[src/rtl/pwm_dac_pkg.sv]
// Shared types and sample-conditioning helpers for the PWM DAC output stage.
package pwm_dac_pkg;

  typedef enum logic [1:0] {MUTED, RAMP_UP, RUN, RAMP_DOWN} ramp_state_t;

  // Gain g out of w steps: g==w is unity, g==0 is silence.
  function automatic logic signed [31:0] scale_gain(input logic signed [31:0] s,
                                                    input int g, input int w);
    logic signed [31:0] r;
    if (g == 0) r = '0;
    else        r = s >>> (w - g);
    return r;
  endfunction

  // Signed two's-complement to offset-binary: flip the sign bit of a w-bit value.
  function automatic logic [31:0] to_offset(input logic [31:0] x, input int w);
    return x ^ (32'd1 << (w - 1));
  endfunction

endpackage

[src/rtl/pwm_dac_out_cmp.sv]
// PWM period counter, period-boundary strobe and registered duty comparator.
module pwm_cmp #(
  parameter int DATA_WIDTH = 8
) (
  input  logic                  clk,
  input  logic                  rst_n,
  input  logic [DATA_WIDTH-1:0] duty,
  output logic                  boundary_o,
  output logic                  pwm_o
);

  logic [DATA_WIDTH-1:0] r_cnt;
  logic                  r_pwm;

  assign boundary_o = (r_cnt == '1);
  assign pwm_o      = r_pwm;

  always_ff @(posedge clk or negedge rst_n) begin
    if (!rst_n) begin
      r_cnt <= '0;
      r_pwm <= 1'b0;
    end else begin
      r_cnt <= r_cnt + 1'b1;
      r_pwm <= (r_cnt < duty);
    end
  end

endmodule

[src/rtl/pwm_dac_out.sv]
// PWM DAC output stage: one-entry sample buffer applied at period boundaries,
// click-free gain ramp on mute/unmute, and a saturating overrun counter.
module pwm_dac_out
  import pwm_dac_pkg::*;
#(
  parameter int DATA_WIDTH = 8,
  parameter int OVR_CNT_W  = 8
) (
  input  logic                  clk,
  input  logic                  rst_n,
  input  logic                  en,
  input  logic [DATA_WIDTH-1:0] data_i,
  input  logic                  vld_i,
  output logic                  pwm_o,
  output logic                  active_o,
  output logic [OVR_CNT_W-1:0]  ovr_cnt_o
);

  localparam int                    GW     = $clog2(DATA_WIDTH + 1);
  localparam logic [GW-1:0]         G_FULL = GW'(DATA_WIDTH);
  localparam logic [DATA_WIDTH-1:0] MID    = {1'b1, {(DATA_WIDTH-1){1'b0}}};

  logic signed [DATA_WIDTH-1:0] r_pend;
  logic                         r_pend_vld;
  logic signed [DATA_WIDTH-1:0] r_s_hold;
  logic [DATA_WIDTH-1:0]        r_duty;
  logic [GW-1:0]                r_g;
  ramp_state_t                  r_state;
  logic                         r_active;
  logic [OVR_CNT_W-1:0]         r_ovr;

  logic                         w_boundary;
  logic signed [DATA_WIDTH-1:0] w_s_sel;
  logic [GW-1:0]                w_g_next;
  ramp_state_t                  w_state_next;
  logic [DATA_WIDTH-1:0]        w_duty_next;

  assign w_s_sel     = r_pend_vld ? r_pend : r_s_hold;
  assign w_duty_next = DATA_WIDTH'(to_offset(scale_gain(32'(w_s_sel), 32'(w_g_next), DATA_WIDTH),
                                             DATA_WIDTH));

  // Gain moves one step per period; the state follows from where g lands.
  always_comb begin
    w_g_next     = r_g;
    w_state_next = r_state;
    unique case (r_state)
      MUTED:   if (en)  w_g_next = r_g + 1'b1;
      RUN:     if (!en) w_g_next = r_g - 1'b1;
      default: w_g_next = en ? r_g + 1'b1 : r_g - 1'b1;
    endcase
    if (w_g_next == '0)          w_state_next = MUTED;
    else if (w_g_next == G_FULL) w_state_next = RUN;
    else if (w_g_next != r_g)    w_state_next = en ? RAMP_UP : RAMP_DOWN;
  end

  always_ff @(posedge clk or negedge rst_n) begin
    if (!rst_n) begin
      r_pend     <= '0;
      r_pend_vld <= 1'b0;
      r_s_hold   <= '0;
      r_duty     <= MID;
      r_g        <= '0;
      r_state    <= MUTED;
      r_active   <= 1'b0;
      r_ovr      <= '0;
    end else begin
      if (vld_i) begin
        r_pend     <= data_i;
        r_pend_vld <= 1'b1;
        // A sample landing on the boundary replaces one that is being consumed, not lost.
        if (r_pend_vld && !w_boundary && (r_ovr != '1))
          r_ovr <= r_ovr + 1'b1;
      end
      if (w_boundary) begin
        r_s_hold <= w_s_sel;
        r_g      <= w_g_next;
        r_state  <= w_state_next;
        r_active <= (w_state_next == RUN);
        r_duty   <= w_duty_next;
        if (!vld_i) r_pend_vld <= 1'b0;
      end
    end
  end

  pwm_cmp #(.DATA_WIDTH(DATA_WIDTH)) u_cmp (
    .clk       (clk),
    .rst_n     (rst_n),
    .duty      (r_duty),
    .boundary_o(w_boundary),
    .pwm_o     (pwm_o)
  );

  assign active_o  = r_active;
  assign ovr_cnt_o = r_ovr;

endmodule

[config.mk]
export PLATFORM = sky130hd
export DESIGN_NAME = pwm_dac_out
export DESIGN_NICKNAME = d
export VERILOG_FILES = /design/src/rtl/pwm_dac_pkg.sv /design/src/rtl/pwm_dac_out_cmp.sv /design/src/rtl/pwm_dac_out.sv
export SDC_FILE = /design/constraint.sdc
export NUM_CORES = 1
export LEC_CHECK = 0
export BUFFER_PORTS_ARGS = -buffer_cell sky130_fd_sc_hd__buf_2
export CAP_MARGIN = 20
export CORE_MARGIN = 8
export CORE_UTILIZATION = 54
export DETAILED_ROUTE_END_ITERATION = 7
export PLACE_DENSITY = 0.79
export SKIP_CTS_REPAIR_TIMING = 1
export SLEW_MARGIN = 20
export SYNTH_ARGS = -nofsm -noshare
export SYNTH_HDL_FRONTEND = slang
export SYNTH_SLANG_ARGS = --single-unit
export TNS_END_PERCENT = 1
[constraint.sdc]
create_clock -name clk -period 2.9 [get_ports clk]
set_input_delay 0 -clock clk [delete_from_list [all_inputs] [get_ports clk]]
set_output_delay 0 -clock clk [all_outputs]
set_load 0.02 [all_outputs]
After elaboration in Yosys (flattened, before gate mapping) --
Index checks and enable logic that the tools add are counted.
Word-level totals: ROM bits 0, memory bits (writable) 0, logic and storage cells 44, latch bits 0, register bits after elaboration 49, output and inout bits 10, memories 0
Cells by class: mux-type cells 13, shift operators 1, divide/modulo/power cells 0, reduce and logical (&&, ||, !) cells 7, add/sub/neg operators 5, bitwise gates (word level) 1, multiply operators 0, magnitude comparators 1, equality and inequality tests 6
Operators with widths (count):
- $sshr 8x32->8 | 1
- $add 8x1->8 const B | 2
- $mux 8 | 2
- $mux 4 | 3
- $eq 8x8->1 const B | 1
- $logic_not 4->1 | 2
- $lt 8x8->1 | 1
- $mux 2 | 4
- $ne 8x8->1 const B | 1
- $pmux 4 s2 | 1
- $sub 4x4->5 const A | 1
- $add 4x1->4 const B | 1
- $eq 2x2->1 const B | 2
- $eq 4x4->1 const B | 1
- $ne 4x4->1 | 1
- $sub 4x1->4 const B | 1
- $mux 1 | 3
- $logic_and 1x1->1 | 2
- $logic_not 2->1 | 1
- $reduce_and 2->1 | 1
- $logic_not 1->1 | 1
- $not 1->1 | 1

Logic depth before layout (Yosys ltp) --
word-level depth 8, depth in mapped cells 14, mapped depth without buffers 13

Hierarchy --
Synthesis repeated with hierarchy kept, for this count alone.
Second synthesis, totals: cell total of the unflattened synthesis 274, area, all modules 2871.5 µm²
Modules (own cells, without submodules):
- pwm_dac_out | cells an instance 221, seq. area each 1002.2 µm², area an instance 2351.0 µm², instances 1
- pwm_cmp | cells an instance 53, seq. area each 225.2 µm², area an instance 520.5 µm², instances 1

Worst setup path after synthesis --
No wires, ideal clock.
kind register to register, start register r_g[0], end register r_duty[6], library setup time 0.065 ns, buffers on the path 0, setup slack 0.044 ns, stages on the path, launching flop included 11, period minus slack after synthesis 2.856 ns, data arrival time 2.791 ns, cells stage by stage dfrtp_1 > inv_1 > ha_1 > o311ai_1 > ha_1 > nor2b_1 > mux2i_1 > a311oi_2 > a21oi_1 > a311oi_1 > a211o_1
On the way: cells in the longest elaborated chain, start to end 6, elaborated cells between the ends (all ways) 10, classes of those cells add/sub (3); shift (1); mux (5); reduce/logical (1)
RTL lines:
- start: declaration | line pwm_dac_out.sv:27 | logic [GW-1:0] r_g;
- start signal: assignment | line pwm_dac_out.sv:76 | r_g <= w_g_next;
- $sub 4x1->4 / $add 4x1->4 (equally long branches) | line pwm_dac_out.sv:48, pwm_dac_out.sv:49, pwm_dac_out.sv:47
- $mux 4, on equally long branches | line pwm_dac_out.sv:49, pwm_dac_out.sv:47, pwm_dac_out.sv:48
- $pmux 4 s2 (*) | line pwm_dac_out.sv:46 | unique case (r_state)
- $sub 4x4->5 | line pwm_dac_pkg.sv:11 | else r = s >>> (w - g);
- $sshr 8x32->8 | line pwm_dac_pkg.sv:11
- $mux 8 (*) | line pwm_dac_pkg.sv:10 | if (g == 0) r = '0;
- end signal: assignment | line pwm_dac_out.sv:79 | r_duty <= w_duty_next;
- end: declaration | line pwm_dac_out.sv:26 | logic [DATA_WIDTH-1:0] r_duty;
Every way passes the cells marked *; elsewhere a longest branch is shown, timed or not. A chain may end at the register's enable or synchronous reset.

Worst setup path in the final report --
start register r_g[1], end register r_duty[3]
Same word-level chain as after synthesis.

==> flow_metrics.env <==
export IMPL_core_um2=5110
export IMPL_cp_slowest_stage_delay_ns=0.39
export IMPL_critPathSlowestCell="dfrtp_1"
export IMPL_pre_cts_slack_ns=0.0578
export IMPL_worstPathArrival_ns=2.99
export IMPL_die_w_um=88.8
export IMPL_ys_ff_latch=49
export IMPL_final_max_slew_viol_count=0
export IMPL_avgSynthCellArea_um2=11.1
export IMPL_setup_viol=0
export IMPL_setup_ws_ns=0.108
export IMPL_antenna_found_initial=0
export IMPL_synth_compound_area_share_pct=15.0
export IMPL_htreeDepth=2
export IMPL_report_final_hold_viol_count=0
export IMPL_irDropWorstVdd_mv=0.452
export IMPL_clock_latency_ns=0.31
export IMPL_cts_buffers=5
export IMPL_clockBufferDepth=2
export IMPL_use_met3_pct=3.99
export IMPL_die_h_um=88.8
export IMPL_maxSlewHeadroom_pct=61.5
export IMPL_p_per_area_nw_per_um2=509
export IMPL_required_ns=3.10
export IMPL_top_usage_layer="met2"
export IMPL_cts_root_buf="clkbuf_8"
export IMPL_fin_util_pct=65.2
export IMPL_syn_inst=257
export IMPL_drtIter0Drc=93
export IMPL_yosysUniqueCellTypes=56
export IMPL_seq_area_frac_synth_pct=42.9
export IMPL_critical_path_class="reg -> reg"
export IMPL_min_period_ns=2.79
export IMPL_drive_gt1_share_pct=28.8
export IMPL_n_antenna_cell=0
export IMPL_start_util_pct=56.0
export IMPL_syn_num_nets=281
export IMPL_area_growth_pct=16.4
export IMPL_grt_util_met1_pct=20.6
export IMPL_synth_fa_ha_area_share_pct=5.25
export IMPL_grt_use_met2_pct=26.9
export IMPL_max_clock_freq_ghz=0.358
export IMPL_grt_overflow=0
export IMPL_drc=0
export IMPL_n_fill_cell=378
export IMPL_cp_end_kind="register"
export IMPL_dr_pass1_iters=4
export IMPL_via_per_inst=5.82
export IMPL_synthXorXnorAreaFrac_pct=7.74
export IMPL_finalInstanceArea_um2=3330
export IMPL_ant_nets=0
export IMPL_worst_setup_path_start_kind="register"
export IMPL_synth_area_um2=2860
export IMPL_async_flop_share_pct=100
export IMPL_grt_max_degree=30
export IMPL_portBuffers=21
export IMPL_grt_usage_pct=16.2
export IMPL_dpl_cell_area_um2=3070
export IMPL_min_period_over_period_pct=96.3
export IMPL_dr_total_vias=2123
export IMPL_dieArea_um2=7880
export IMPL_cts_tree="done"
export IMPL_outcome="finished, final reports clean"
export IMPL_yosys_area_share_simple_pct=10.4
export IMPL_wl_um=5930
export IMPL_p_leak_nw=1.55
export IMPL_cp_cell_sequence="inv_1 -> ha_1 -> xor2_1 -> o21ai_0 -> o311ai_2 -> ha_2 -> nor2b_4 -> mux2_4 -> a211oi_4 -> a32oi_4 -> nor2_1 -> a221o_1"
export IMPL_muxShareOfSynthArea_pct=14.9
export IMPL_rsz0062_at_grt="yes"
export IMPL_routabilityCongestion=0.907
export IMPL_grt_pass1_wl_um=10100
export IMPL_wl_per_cell_um=16.2
export IMPL_worst_pin_slew_ns=0.561
export IMPL_ys_flop_type="dfrtp_1"
export IMPL_io_pins=22
export IMPL_crit_fanout=7
export IMPL_skew_ns=0.00673
export IMPL_cts_sinks=49
export IMPL_yosys_warnings=0
export IMPL_hold_ws_ns=0.0465
export IMPL_finalPower_mw=1.69
export IMPL_dp_hpwl_um=4200
export IMPL_fin_nets=318
export IMPL_min_path_type="in -> reg"
export IMPL_row_count=26
export IMPL_synth_top_family_by_area="compound AO/OA/AOI/OAI gates"
export IMPL_synth_edf_count=0
export IMPL_grt_pass1_vias=2192
export IMPL_clk_pin_slew_worst_paths_ns=0.10
export IMPL_drv_cap=0
==> cells in the final DEF (no fill, tap or decap), drive strengths merged, types with 11 or more instances in the layout <==
| cell | instances |
|---|---|
| nand3 | 13 |
| mux2 | 18 |
| dfrtp | 48 |
| buf | 32 |
| a21oi | 11 |
| xnor2 | 12 |
| nand2 | 17 |
| ha | 12 |
| nor2 | 17 |
| mux2i | 11 |
| inv | 14 |
==> registers in the layout, indices dropped and copies added, names as in the netlist <==
| register | count |
|---|---|
| active_o | 1 |
| r_g | 4 |
| r_state | 2 |
| r_pend_vld | 1 |
| ovr_cnt_o | 8 |
| r_s_hold | 8 |
| r_duty | 8 |
| r_pend | 8 |
| u_cmp.pwm_o | 1 |
| u_cmp.r_cnt | 8 |
==> where the power goes <==
| part | internal, mW | switching, mW | leakage (nW) | total (mW) |
|---|---|---|---|---|
| registers | 0.747 | 0.0753 | 0.589 | 0.822 |
| clock network | 0.176 | 0.254 | 0.0423 | 0.430 |
| logic | 0.198 | 0.245 | 0.920 | 0.443 |
| total | 1.12 | 0.574 | 1.55 | 1.69 |
==> final cells by class <==
cell class	count	area, µm²	area share [%]
Clock inverter	3	26.3	0.789
Clock buffer	5	68.8	2.07
Sequential cell	49	1230	36.9
Inverter	13	48.8	1.47
Multi-Input combinational cell	184	1590	47.9
Tap cell	70	87.6	2.63
Timing Repair Buffer	41	278	8.34
==> through the flow <==
step	setup TNS, ns	instances
after global placement	0	347
after CTS	-0.00157	355
after floorplan	0	257
final	0	365
after detailed placement	0	347
after global routing	-0.0713	365
==> logic make-up (layout without fill, tap and decap cells) <==
kind of cell	Yosys count	after routing
buffers and inverters	24	62
AND/OR/NAND/NOR	61	61
flip-flops	49	49
AO/OA/AOI/OAI	55	55
multiplexers	34	34
adder cells (fa/ha/maj)	12	12
XOR/XNOR	22	22
==> Yosys cell counts, types with 3 or more instances <==
cell / n / area share (%)
a21o_1: 7 / 1.8
mux2i_1: 11 / 3.8
nand3_1: 13 / 2.3
dfrtp_1: 48 / 42
a21oi_1: 11 / 1.9
nor2_1: 16 / 2.1
mux4_2: 5 / 3.9
inv_1: 12 / 1.6
xor2_1: 9 / 2.8
mux2_2: 18 / 7.1
nand4_1: 4 / 0.87
xnor2_1: 10 / 3.1
ha_1: 12 / 5.2
o21ai_1: 4 / 0.70
buf_1: 3 / 0.39
nand2_1: 17 / 2.2
o21ai_0: 5 / 0.87
clkbuf_1: 3 / 0.39
==> worst max-delay path: cells and delay by family, from the launching register on <==
kind            cells  cell delay [ns]
compound gates      5             0.92
fa+ha+maj           2             0.57
flops               1             0.39
simple gates        2             0.32
mux                 1             0.22
xor+xnor            1             0.17
buf+inv             1             0.10
==> final timing paths <==
path / endpoint / start / slack [ns] / cells past startpoint
min in group asynchronous: r_g[0] / rst_n / 0.17 / 2
min: r_pend_vld / vld_i / 0.05 / 2
min reg2reg: u_cmp.r_cnt[0] / u_cmp.r_cnt[0] / 0.49 / 1
max: r_duty[3] / r_g[1] / 0.11 / 12
max reg2reg: r_duty[3] / r_g[1] / 0.11 / 12
max in group asynchronous: r_duty[7] / rst_n / 1.95 / 3
==> per-layer routing <==
layer	up-vias	share of wire [%]
met5	-	0
met4	0	1.5
met3	11	4.6
met2	55	50
met1	1051	44
li1	1006	-
(Power assumes the default switching activity.)
